$ cat src/rtl/sram_pkg.sv
// Shared definitions for the SRAM port-1 read streamer: default geometry and FSM states.
package sram_pkg;

   localparam int ADDR_W         = 8;
   localparam int DATA_W         = 32;
   localparam int BYTES_PER_WORD = DATA_W / 8;

   typedef enum logic [2:0] {
      IDLE,
      FETCH,
      WAIT,
      SEND,
      DONE
   } state_t;

endpackage

$ cat src/rtl/sram_port1_streamer_if.sv
// Byte-stream output and SRAM read-port bundle of the port-1 streamer.
interface sram_port1_streamer_if #(
   parameter int ADDR_W = sram_pkg::ADDR_W,
   parameter int DATA_W = sram_pkg::DATA_W
);

   logic [7:0]        tx_data;
   logic              tx_valid;
   logic              tx_ready;
   logic              sram_csb1;
   logic [ADDR_W-1:0] sram_addr1;
   logic [DATA_W-1:0] sram_dout1;

   // Streamer side: drives the byte stream and the SRAM read request.
   modport master (
      output tx_data, tx_valid, sram_csb1, sram_addr1,
      input  tx_ready, sram_dout1
   );

   // Consumer/SRAM side.
   modport slave (
      input  tx_data, tx_valid, sram_csb1, sram_addr1,
      output tx_ready, sram_dout1
   );

endinterface

$ cat src/rtl/sram_word_serializer.sv
// Holds one SRAM word and emits it least-significant byte first over valid/ready.
module sram_word_serializer
   import sram_pkg::*;
#(
   parameter int DATA_W = sram_pkg::DATA_W
) (
   input  logic              clk,
   input  logic              rst_n,
   input  logic              load,
   input  logic [DATA_W-1:0] load_data,
   output logic [7:0]        tx_data,
   output logic              tx_valid,
   input  logic              tx_ready,
   output logic              last
);

   localparam int NBYTES = DATA_W / 8;
   localparam int IDX_W  = (NBYTES > 1) ? $clog2(NBYTES) : 1;

   logic [DATA_W-1:0] word_q;
   logic [IDX_W-1:0]  idx_q;
   logic              valid_q;

   // Byte select comes straight from registers, so tx_data holds while stalled.
   assign tx_data  = word_q[{idx_q, 3'b000} +: 8];
   assign tx_valid = valid_q;
   assign last     = (idx_q == IDX_W'(NBYTES - 1));

   // NOTE: registers are written with <= so every flop samples pre-edge values regardless of statement order.
   always_ff @(posedge clk) begin
      if (!rst_n) begin
         word_q  <= '0;
         idx_q   <= '0;
         valid_q <= 1'b0;
      end else if (load) begin
         word_q  <= load_data;
         idx_q   <= '0;
         valid_q <= 1'b1;
      end else if (valid_q && tx_ready) begin
         if (last) begin
            idx_q   <= '0;
            valid_q <= 1'b0;
         end else begin
            idx_q <= idx_q + IDX_W'(1);
         end
      end
   end

endmodule

$ cat src/rtl/sram_port1_streamer.sv
// Reads a run of consecutive words from SRAM port 1 and streams them out LSB-first.
// Define SRAM_RD_PREFETCH_EN to overlap the next word's read with the current word's bytes.
module sram_port1_streamer #(
   parameter int ADDR_W = sram_pkg::ADDR_W,
   parameter int DATA_W = sram_pkg::DATA_W
) (
   input  logic                  clk,
   input  logic                  rst_n,
   input  logic                  start,
   input  logic [ADDR_W-1:0]     start_addr,
   input  logic [ADDR_W:0]       len,
   output logic                  busy,
   output logic                  done,
   sram_port1_streamer_if.master bus
);

   import sram_pkg::*;

   localparam logic [ADDR_W:0] REM_ONE = (ADDR_W + 1)'(1);
   localparam logic [ADDR_W:0] REM_TWO = (ADDR_W + 1)'(2);

   state_t            state_q;
   logic [ADDR_W-1:0] addr_q;
   logic [ADDR_W-1:0] addr1_q;
   logic [ADDR_W:0]   remaining_q;
   logic              csb1_q;
   logic              busy_q;
   logic              done_q;

   logic              ser_load;
   logic [DATA_W-1:0] ser_word;
   logic [7:0]        ser_data;
   logic              ser_valid;
   logic              ser_last;
   logic              fire_last;
   logic              last_word;

   assign fire_last = ser_valid && bus.tx_ready && ser_last;
   assign last_word = (remaining_q == REM_ONE);

`ifdef SRAM_RD_PREFETCH_EN
   logic [DATA_W-1:0] pf_word_q;
   logic              pf_capture_q;

   // The next word is swapped in on the same edge the last byte leaves, so no bubble.
   assign ser_load = (state_q == WAIT) || ((state_q == SEND) && fire_last && !last_word);
   assign ser_word = (state_q == WAIT) ? bus.sram_dout1 : pf_word_q;

   // NOTE: pure data register, always written before it is read, so it carries no reset.
   always_ff @(posedge clk) begin
      if (pf_capture_q) pf_word_q <= bus.sram_dout1;
   end
`else
   assign ser_load = (state_q == WAIT);
   assign ser_word = bus.sram_dout1;
`endif

   sram_word_serializer #(.DATA_W(DATA_W)) u_ser (
      .clk       (clk),
      .rst_n     (rst_n),
      .load      (ser_load),
      .load_data (ser_word),
      .tx_data   (ser_data),
      .tx_valid  (ser_valid),
      .tx_ready  (bus.tx_ready),
      .last      (ser_last)
   );

   assign bus.tx_data    = ser_data;
   assign bus.tx_valid   = ser_valid;
   assign bus.sram_csb1  = csb1_q;
   assign bus.sram_addr1 = addr1_q;
   assign busy           = busy_q;
   assign done           = done_q;

   always_ff @(posedge clk) begin
      if (!rst_n) begin
         state_q     <= IDLE;
         addr_q      <= '0;
         addr1_q     <= '0;
         remaining_q <= '0;
         csb1_q      <= 1'b1;
         busy_q      <= 1'b0;
         done_q      <= 1'b0;
`ifdef SRAM_RD_PREFETCH_EN
         pf_capture_q <= 1'b0;
`endif
      end else begin
`ifdef SRAM_RD_PREFETCH_EN
         pf_capture_q <= 1'b0;
`endif
         unique case (state_q)
            IDLE: begin
               if (start) begin
                  if (len == '0) begin
                     done_q  <= 1'b1;
                     state_q <= DONE;
                  end else begin
                     addr_q      <= start_addr;
                     remaining_q <= len;
                     csb1_q      <= 1'b0;
                     addr1_q     <= start_addr;
                     busy_q      <= 1'b1;
                     state_q     <= FETCH;
                  end
               end
            end
            FETCH: begin
               csb1_q  <= 1'b1;
               state_q <= WAIT;
            end
            WAIT: begin
               state_q <= SEND;
`ifdef SRAM_RD_PREFETCH_EN
               if (remaining_q > REM_ONE) begin
                  csb1_q  <= 1'b0;
                  addr1_q <= addr_q + ADDR_W'(1);
               end
`endif
            end
            SEND: begin
`ifdef SRAM_RD_PREFETCH_EN
               // A prefetch holds csb1 low for exactly one cycle; data arrives one edge later.
               if (!csb1_q) begin
                  csb1_q       <= 1'b1;
                  pf_capture_q <= 1'b1;
               end
`endif
               if (fire_last) begin
                  remaining_q <= remaining_q - REM_ONE;
                  addr_q      <= addr_q + ADDR_W'(1);
                  if (last_word) begin
                     busy_q  <= 1'b0;
                     done_q  <= 1'b1;
                     state_q <= DONE;
                  end
`ifdef SRAM_RD_PREFETCH_EN
                  else if (remaining_q > REM_TWO) begin
                     csb1_q  <= 1'b0;
                     addr1_q <= addr_q + ADDR_W'(2);
                  end
`else
                  else begin
                     csb1_q  <= 1'b0;
                     addr1_q <= addr_q + ADDR_W'(1);
                     state_q <= FETCH;
                  end
`endif
               end
            end
            DONE: begin
               done_q  <= 1'b0;
               state_q <= IDLE;
            end
            default: state_q <= IDLE;
         endcase
      end
   end

endmodule
$ cat src/flat_wrapper.sv
// flat-port wrapper written by rule: the top's interface ports become plain ports
module sram_port1_streamer_flat import sram_pkg::*;
#(
   parameter int ADDR_W = sram_pkg::ADDR_W,
   parameter int DATA_W = sram_pkg::DATA_W
)
  (clk, rst_n, start, start_addr, len, busy, done, bus_tx_data, bus_tx_valid, bus_sram_csb1, bus_sram_addr1, bus_tx_ready, bus_sram_dout1);
  sram_port1_streamer_if #(.ADDR_W(ADDR_W), .DATA_W(DATA_W)) bus_i ();
  input  logic clk;
  input  logic rst_n;
  input  logic start;
  input  logic [ADDR_W-1:0] start_addr;
  input  logic [ADDR_W:0] len;
  output logic busy;
  output logic done;
  output wire logic [$bits(bus_i.tx_data)-1:0] bus_tx_data;
  output wire logic [$bits(bus_i.tx_valid)-1:0] bus_tx_valid;
  output wire logic [$bits(bus_i.sram_csb1)-1:0] bus_sram_csb1;
  output wire logic [$bits(bus_i.sram_addr1)-1:0] bus_sram_addr1;
  input wire logic [$bits(bus_i.tx_ready)-1:0] bus_tx_ready;
  input wire logic [$bits(bus_i.sram_dout1)-1:0] bus_sram_dout1;
  assign bus_tx_data = bus_i.tx_data;
  assign bus_tx_valid = bus_i.tx_valid;
  assign bus_sram_csb1 = bus_i.sram_csb1;
  assign bus_sram_addr1 = bus_i.sram_addr1;
  assign bus_i.tx_ready = bus_tx_ready;
  assign bus_i.sram_dout1 = bus_sram_dout1;
  sram_port1_streamer #(.ADDR_W(ADDR_W), .DATA_W(DATA_W)) u_core (.clk(clk), .rst_n(rst_n), .start(start), .start_addr(start_addr), .len(len), .busy(busy), .done(done), .bus(bus_i));
endmodule
$ cat config.mk
export PLATFORM = sky130hd
export DESIGN_NAME = sram_port1_streamer_flat
export DESIGN_NICKNAME = d
export VERILOG_FILES = /design/src/rtl/sram_pkg.sv /design/src/rtl/sram_port1_streamer_if.sv /design/src/rtl/sram_word_serializer.sv /design/src/rtl/sram_port1_streamer.sv /design/src/flat_wrapper.sv
export SDC_FILE = /design/constraint.sdc
export NUM_CORES = 1
export LEC_CHECK = 0
export CELL_PAD_IN_SITES_DETAIL_PLACEMENT = 1
export CELL_PAD_IN_SITES_GLOBAL_PLACEMENT = 1
export CORE_MARGIN = 8
export CORE_UTILIZATION = 38
export DETAILED_ROUTE_END_ITERATION = 7
export GPL_ROUTABILITY_DRIVEN = 0
export PLACE_DENSITY_LB_ADDON = 0.08
export SKIP_LAST_GASP = 1
export SLEW_MARGIN = 5
export SYNTH_ARGS = -nofsm -noshare
export SYNTH_HDL_FRONTEND = slang
export SYNTH_HIERARCHICAL = 1
export SYNTH_SLANG_ARGS = --single-unit
$ cat constraint.sdc
create_clock -name clk -period 2.85 [get_ports clk]
set_clock_uncertainty 0.2 [all_clocks]
set_input_delay 0.4275 -clock clk [delete_from_list [all_inputs] [get_ports clk]]
set_output_delay 0.4275 -clock clk [all_outputs]
set_load 0.05 [all_outputs]
==> results of run 1 <==
## final cells by class
cell class,instances,area share
sequential,66,0.3040
timing repair buffer,87,0.1969
inverter,3,0.002591
tap,108,0.03109
clock inverter,5,0.01813
clock buffer,11,0.03022
multi-input combinational,255,0.4171
## registers in the layout (all words and copies together) (netlist names)
signal                 cells
u_core/bus.sram_csb1       1
u_core/u_ser/word_q       32
u_core/u_ser/tx_valid      1
u_core/done                1
u_core/u_ser/idx_q         2
u_core/busy                1
u_core/state_q             3
u_core/addr_q              8
u_core/remaining_q         9
u_core/bus.sram_addr1      8
## per-layer routing
| layer | part of all wire | vias to the layer above |
|---|---|---|
| li1 | - | 1376 |
| met1 | 0.47 | 1319 |
| met2 | 0.46 | 62 |
| met3 | 0.044 | 15 |
| met4 | 0.020 | 0 |
| met5 | 0 | - |
## final timing paths
check	startpoint	end	slack, ns	cells past startpoint
max	u_core/u_ser/idx_q[0]	bus_tx_data[1]	0.13	3
min	u_core/bus.sram_addr1[5]	u_core/bus.sram_addr1[5]	0.26	2
max reg2reg	u_core/state_q[0]	u_core/bus.sram_addr1[1]	0.63	6
min reg2reg	u_core/bus.sram_addr1[5]	u_core/bus.sram_addr1[5]	0.26	2
## cell usage in the layout, fill, tap and decap left out, types with 9 or more instances in the layout
cell             count
o21ai_0             20
clkbuf_8             9
nor2b_1             33
dfxtp_1             66
nor2_1              16
a21oi_1             15
clkdlybuf4s50_1     65
nand3_1             22
mux2i_1             36
buf_4               14
nand2_1             34
## critical path, cell delays in order, from the launching register on
cell and delay (ns):
dfxtp_1 0.31, buf_4 0.21, mux4_2 0.52, clkdlybuf4s50_1 0.72
## power by group through the flow
stage / Clock (W) / Sequential, W / Combinational, W
after floorplan: 0 / 0.00128 / 0.000645
after global placement: 0 / 0.00120 / 0.00102
after detailed placement: 0 / 0.00120 / 0.00104
after CTS: 0.000885 / 0.00118 / 0.00104
after global routing: 0.000927 / 0.00120 / 0.00112
final: 0.000856 / 0.00118 / 0.00103
## metrics by stage
step / cell area, um2 / setup slack, ns / cells / util
2_1_floorplan: 3306 / 0.7121 / 347 / -
3_3_place_gp: 4121 / 0.2312 / 519 / 0.4796
3_5_place_dp: 4121 / 0.2061 / 519 / 0.4796
4_1_cts: 4332 / 0.05654 / 535 / 0.5041
5_1_grt: 4347 / 0.008044 / 535 / 0.5058
6_report: 4347 / 0.1254 / 535 / 0.5058
## what timing repair did
item | CTS | global route
endpoints found under the hold margin | 0 | 0
gates resized for setup | 0 | 6
endpoints found under the setup margin | 0 | 6
## cell families (layout without fill, tap and decap cells)
family	Yosys count	in the layout	share of synthesized area
adder cells (fa/ha/maj)	4	4	0.01514
AO/OA/AOI/OAI	66	66	0.1363
multiplexers	44	44	0.1635
XOR/XNOR	6	6	0.01590
flip-flops	66	66	0.3997
AND/OR/NAND/NOR	135	135	0.2176
buffers and inverters	26	106	0.05185
==> results_dict.tcl, run 1 <==
set metrics [dict create \
    run_status "completed" \
    p_int_w 0.002013 \
    clk_pin_slew_ns 0.07 \
    worstPathMaxFanout 11 \
    period_needed_ns 2.725 \
    htree_num_levels 3 \
    ir_worst_vdd_v 0.0002968 \
    syn_inst 347 \
    grtUsageMet2 0.2526 \
    first_global_vias 2984 \
    die_area_um2 11940 \
    cap_violations 0 \
    yosysMostFrequentCell "dfxtp_1" \
    antenna_cells 0 \
    cp-start-kind "flop" \
    die_w_um 109.3 \
    end_kind "output port" \
    routed-via-count 2772 \
    pwr-share-seq 0.385 \
    pin_count 73 \
    register_area_um2 1321 \
    root_buffer "clkbuf_8" \
    use_met3 0.03073 \
    fin_tns_setup_ns 0 \
    n_fill_cell 982 \
    power_density_nw_per_um2 705.8 \
    p_clk_frac 0.279 \
    drt_drc_violations_left 0 \
    max-clock-path-buffers 2 \
    hold_ws_ns 0.2590 \
    synth_seq_cells 66 \
    routed_via_density 5.181 \
    io_buffers 72 \
    dp_hpwl_um 6515 \
    yosys-top-cells-area "dfxtp_1 (40%), mux2i_1 (11%), nor2b_1 (6.2%), mux4_2 (5.5%), nand2_1 (3.9%)" \
    met1_usage 0.2057 \
    nets 479 \
    slew_violations 0 \
    cts_setup_buffers 0 \
    hold_viol_final 0 \
    setup_viol 0 \
    hold_buffers 0 \
    netSwitchingPower_w 0.001055 \
    p_leak_nw 1.696 \
    worstPathRequired_ns 2.22 \
    syn_to_final_growth_pct 31.49 \
    grt_usage 0.1600 \
    grt_setup_unrepaired "no" \
    fin_crit_sh 0.9560 \
    synth_edf_count 0 \
    dr.first_iter.drc_count 55 \
    numCtsBuffers 9 \
    core_area_um2 8593 \
    synth_nets 404 \
    multi_input_area_um2 1813 \
    arrival_ns 2.10 \
    hold_path_class "reg -> reg" \
    yosys.area.top_type "dfxtp_1" \
    chipHeight_um 109.3 \
    cts_tree "built" \
    syn_area_um2 3306 \
    ant_nets 0 \
    clock.fmax_mhz 367.0 \
    synth.avg_cell_area_um2 9.526 \
    grt-busiest-layer "met2" \
    row_count 34 \
    detail_route.wl_per_cell_um 16.93 \
    wirelength_um 9055 \
    power_w 0.003068 \
    relSlewSlack 0.5406 \
    yosys.area.top_type_share 0.3997 \
    critPathKind "reg -> out" \
    drtPass1Iterations 6 \
    p_sw_frac 0.3440 \
    drive_gt1_frac 0.1054 \
    grt_pass1_wl_um 15100 \
    grt_start_max_net_pins 35 \
    worst_pin_slew_ns 0.6877 \
    synthFlopType "dfxtp_1" \
    synthTopCellsByCount "dfxtp_1 (66), mux2i_1 (36), nand2_1 (34)" \
    yosys_warnings 6 \
    async_reset_ff_frac 0 \
    seq_area_frac_synth 0.3997 \
    comb_power_share 0.336 \
    clock-sinks 66 \
    insertion_delay_ns 0.34 \
    start_util 0.3847 \
    antenna_found_initial 0 \
    gr-total-overflow 0 \
    synth.lib_cells_used.distinct 46 \
]
(Power assumes the default switching activity.)
==> run 2, diff against run 1 <==
CORE_UTILIZATION = 41   (was 38)
clock period = 3.3 ns   (was 2.85 ns; I/O delays follow)
==> run 2 against run 1 <==
  * Sequential share of layout area rose by 0.76 points
  * Final area fell by 2.4%
  * Sequential cell count did not move
  * Setup slack improved by 0.24 ns
  * Clock-buffer cell count did not move
  * First-iteration DRC count rose by 67%
  * Clock power fell by 14%
  * Utilization rose by 4.0 points
  * Global-route usage rose by 0.057 points
  * Die area fell by 6.3%
  * Critical endpoint is now bus_tx_data[7]
  * Largest power group unchanged
==> results_dict.tcl, run 2 (synthesis gave the netlist of run 1 again) <==
set metrics [dict create \
    ir_worst_vdd_v 0.0002193 \
    worst_slack_ns 0.3643 \
    fin_tns_setup_ns 0 \
    max_stage_delay_ns 0.71 \
    rr_startpoint "u_core/u_ser/idx_q[1]" \
    grt_pass1_wl_um 14660 \
    chipHeight_um 105.8 \
    run_status "completed" \
    die_w_um 105.8 \
    core_area_um2 7767 \
    drt_drc_violations_left 0 \
    routed-via-count 2737 \
    final_cell_mix "clkdlybuf4s50_1 (71), dfxtp_1 (66), mux2i_1 (36)" \
    r2r_slack_ns 0.72 \
    antenna_cells 0 \
    gr-total-overflow 0 \
    max-clock-path-buffers 2 \
    max_flop_register "u_core/u_ser/word_q" \
    slowest_stage "clkdlybuf4s50_1" \
    final_common_cell "clkdlybuf4s50_1" \
    r2r_cells 6 \
    dp_hpwl_um 6332 \
    insertion_delay_ns 0.34 \
    wirelength_um 8748 \
    detail_route.wl_per_cell_um 16.89 \
    worstReg2RegEnd "u_core/bus.sram_addr1[1]" \
    routed_via_density 5.284 \
    cts_setup_buffers 0 \
    hold_path_class "reg -> reg" \
    min_to "u_core/bus.sram_addr1[5]" \
    top_regs "u_core/u_ser/word_q x32, u_core/remaining_q x9" \
    ant_nets 0 \
    pin_count 73 \
    hold_viol_final 0 \
    clock-sinks 66 \
    min_path_cells 2 \
    clock.fmax_mhz 340.6 \
    setup_viol 0 \
    p_leak_nw 1.549 \
    start_util 0.4256 \
    end_kind "output port" \
    cap_violations 0 \
    largest_reg_flops 32 \
    critPathKind "reg -> out" \
    final_core_util 0.5459 \
    cp-start-kind "flop" \
    io_buffers 72 \
    slew_violations 0 \
    die_area_um2 11190 \
    cts_resized 0 \
    dr.first_iter.drc_count 92 \
    root_buffer "clkbuf_8" \
    arrival_ns 2.24 \
    htree_num_levels 3 \
    row_count 32 \
    antenna_found_initial 0 \
    crit_chain "mux4_2, clkdlybuf4s50_1" \
    nets 470 \
    clk_pin_slew_ns 0.07 \
    period_needed_ns 2.936 \
    worstPathMaxFanout 10 \
    relSlewSlack 0.4074 \
    hold_buffers 0 \
    worst_pin_slew_ns 0.8807 \
    syn_to_final_growth_pct 28.27 \
    power_density_nw_per_um2 617.0 \
    numCtsBuffers 9 \
    worstPathRequired_ns 2.60 \
    grt_usage 0.1606 \
    drive_gt1_frac 0.08413 \
    grt_setup_unrepaired "no" \
    pre_cts_ws_ns 0.3440 \
    cts_tree "built" \
    fin_crit_sh 0.8896 \
    first_global_vias 2858 \
    grt_start_max_net_pins 36 \
    hp-start "u_core/bus.sram_addr1[5]" \
    drtPass1Iterations 4 \
]
## run 2: layout make-up
type / count / area [um2]
multi-input cells: 255 / 1813
well taps: 102 / 127.6
inverters: 3 / 11.26
flip-flops and latches: 66 / 1321
repair buffers: 78 / 760.7
fillers: 920 / 3527
clock buffers: 11 / 141.4
clock inverters: 3 / 65.06
## run 2: through the flow
stage	area (um2)	instances	total power [W]	hold slack [ns]
finish	4240	518	0.002616	0.2597
global route	4240	518	0.002769	0.2858
detailed placement	4034	504	0.001903	0.2547
global placement	4034	504	0.001879	0.2500
CTS	4240	518	0.002645	0.2648
floorplan	3306	347	0.001663	0.2635
## run 2: worst max path at each step
stage	start	endpoint	slack (ns)	depth (start not counted)
floorplan	u_core/u_ser/tx_valid	u_core/remaining_q[2]	1.16	7
global placement	start	u_core/bus.sram_addr1[1]	0.41	6
detailed placement	start	u_core/bus.sram_addr1[1]	0.34	6
CTS	u_core/u_ser/idx_q[1]	bus_tx_data[7]	0.31	2
global route	u_core/u_ser/idx_q[1]	bus_tx_data[7]	0.26	2
finish	u_core/u_ser/idx_q[1]	bus_tx_data[7]	0.36	2
## run 2: worst max-delay path, delay by kind of cell, from the launching register on
family	cells	cell delay, ns
buffers and inverters	1	0.71
muxes	1	0.57
DFF	1	0.63
## run 2: routing by layer
layer	part of all wire	routed length [um]	vias up	GRT usage
met1	0.47	4124	1303	0.2005
met4	0.013	118	0	0.05427
met5	0	0	-	0
li1	-	-	1363	-
met3	0.042	371	13	0.04324
met2	0.47	4134	58	0.2609
## run 2: power by group
| group | internal (W) | switching, W |
|---|---|---|
| registers | 0.000920 | 0.000100 |
| clock network | 0.000437 | 0.000302 |
| logic | 0.000371 | 0.000486 |
==> run 3, diff against run 2 <==
CAP_MARGIN = 40   (was not set)
SKIP_CTS_REPAIR_TIMING = 1   (was not set)
clock period = 3.5 ns   (was 3.3 ns; I/O delays follow)
==> run 3 against run 2 <==
  * Die area is the same
  * First-iteration DRC count grew 78%
  * Register-to-register slack is essentially flat
  * Setup slack gained 0.023 ns
  * Critical path type unchanged
  * Largest cell class unchanged
==> results_dict.tcl, run 3 (synthesis gave the netlist of run 1 again) <==
set metrics [dict create \
    clock.fmax_mhz 321.3 \
    arrival_ns 2.39 \
    die_area_um2 11190 \
    fin_cells 518 \
    antenna_found_initial 0 \
    worstPathMaxFanout 11 \
    worstPathRequired_ns 2.77 \
    wirelength_um 8836 \
    grt_start_max_net_pins 48 \
    routed-via-count 2735 \
    startpoint "u_core/u_ser/idx_q[0]" \
    gr-total-overflow 0 \
    period_needed_ns 3.112 \
    hold_path_class "reg -> reg" \
    antenna_cells 0 \
    power_density_nw_per_um2 572.9 \
    fin_crit_sh 0.8892 \
    pin_count 73 \
    routed_via_density 5.280 \
    p_sw_frac 0.3545 \
    dr.first_iter.drc_count 164 \
    met1_usage 0.2060 \
    largest_reg_flops 32 \
    final_common_cell "clkdlybuf4s50_1" \
    run_status "completed" \
    dp.cells 502 \
    use_met3 0.03289 \
    row_count 32 \
    io_buffers 72 \
    p_leak_nw 1.541 \
    setup.worst_path.end "bus_tx_data[2]" \
    drt_drc_violations_left 0 \
    clock-sinks 66 \
    netSwitchingPower_w 0.0008583 \
    syn_to_final_growth_pct 27.86 \
    worstReg2RegEnd "u_core/addr_q[4]" \
    p_int_w 0.001563 \
    numCtsBuffers 9 \
    htree_num_levels 3 \
    ant_nets 0 \
    drive_gt1_frac 0.08413 \
    p_clk_frac 0.268 \
    first_global_vias 2921 \
    slew_violations 0 \
    pwr-share-seq 0.400 \
    grtUsageMet2 0.2560 \
    grt-busiest-layer "met2" \
    final_cell_mix "clkdlybuf4s50_1 (71), dfxtp_1 (66), mux2i_1 (36)" \
    detail_route.wl_per_cell_um 17.06 \
    rr_startpoint "u_core/u_ser/idx_q[0]" \
    start_util 0.4256 \
    worst_pin_slew_ns 0.7435 \
    hold_viol_final 0 \
    max_flop_register "u_core/u_ser/word_q" \
    core_area_um2 7767 \
    r2r_cells 7 \
    chipHeight_um 105.8 \
    setup_viol 0 \
    dp_hpwl_um 6231 \
    ir_worst_vdd_v 0.0002737 \
    fin_tns_setup_ns 0 \
    max-clock-path-buffers 2 \
    relSlewSlack 0.4997 \
    grt_usage 0.1597 \
    cap_violations 0 \
    cts_tree "built" \
    nets 468 \
    grt_pass1_wl_um 14700 \
    top_regs "u_core/u_ser/word_q x32, u_core/remaining_q x9" \
    drtPass1Iterations 4 \
    r2r_slack_ns 0.73 \
    critPathKind "reg -> out" \
    root_buffer "clkbuf_8" \
    clk_pin_slew_ns 0.08 \
    insertion_delay_ns 0.34 \
    cp-start-kind "flop" \
    comb_power_share 0.332 \
    grt_setup_unrepaired "no" \
    die_w_um 105.8 \
    end_kind "output port" \
]
==> run 3: layer usage <==
metal  share of wire  up-vias  wire length (um)
met3           0.039       10               347
met4           0.013        0               117
met2            0.46       69              4102
li1                -     1356                 -
met5               0        -                 0
met1            0.48     1300              4270
==> run 3: layout make-up <==
cell class                 count  area, um2
fill                         904       3541
timing repair buffer          76      758.2
clock inverter                 5      53.80
clock buffer                  11      141.4
sequential                    66       1321
tap                          102      127.6
inverter                       3      11.26
multi-input combinational    255       1813
==> run 3: worst min-delay path by stage <==
| stage | start | to | slack [ns] | depth (start not counted) |
|---|---|---|---|---|
| floorplan | u_core/addr_q[7] | u_core/addr_q[7] | 0.26 | 2 |
| global placement | u_core/bus.sram_addr1[0] | u_core/bus.sram_addr1[0] | 0.25 | 2 |
| detailed placement | u_core/bus.sram_addr1[7] | u_core/bus.sram_addr1[7] | 0.26 | 2 |
| CTS | u_core/bus.sram_addr1[7] | u_core/bus.sram_addr1[7] | 0.27 | 2 |
| global route | u_core/bus.sram_addr1[6] | u_core/bus.sram_addr1[6] | 0.29 | 2 |
| finish | u_core/bus.sram_addr1[7] | u_core/bus.sram_addr1[7] | 0.27 | 2 |
==> run 3: power by group through the flow <==
stage | Clock, W | Sequential (W) | Combinational, W
3_3_place_gp | 0 | 0.000980 | 0.000791
6_report | 0.000649 | 0.000968 | 0.000805
2_1_floorplan | 0 | 0.00104 | 0.000525
5_1_grt | 0.000702 | 0.000985 | 0.000874
3_5_place_dp | 0 | 0.000986 | 0.000807
4_1_cts | 0.000664 | 0.000969 | 0.000810
==> run 3: worst max-delay path, cell delays in order (launching register included) <==
cell             delay, ns
dfxtp_1               0.73
mux4_2                0.58
clkdlybuf4s50_1       0.74
==> run 3: through the flow <==
step | hold slack (ns) | worst slack (ns) | utilization | area (um2) | total power (W)
final | 0.2670 | 0.3878 | 0.5441 | 4227 | 0.002421
after global routing | 0.2932 | 0.2596 | 0.5441 | 4227 | 0.002560
after CTS | 0.2705 | 0.3252 | 0.5441 | 4227 | 0.002443
after detailed placement | 0.2591 | 0.5023 | 0.5190 | 4031 | 0.001793
after global placement | 0.2468 | 0.5809 | 0.5190 | 4031 | 0.001771
after floorplan | 0.2635 | 1.362 | - | 3306 | 0.001568
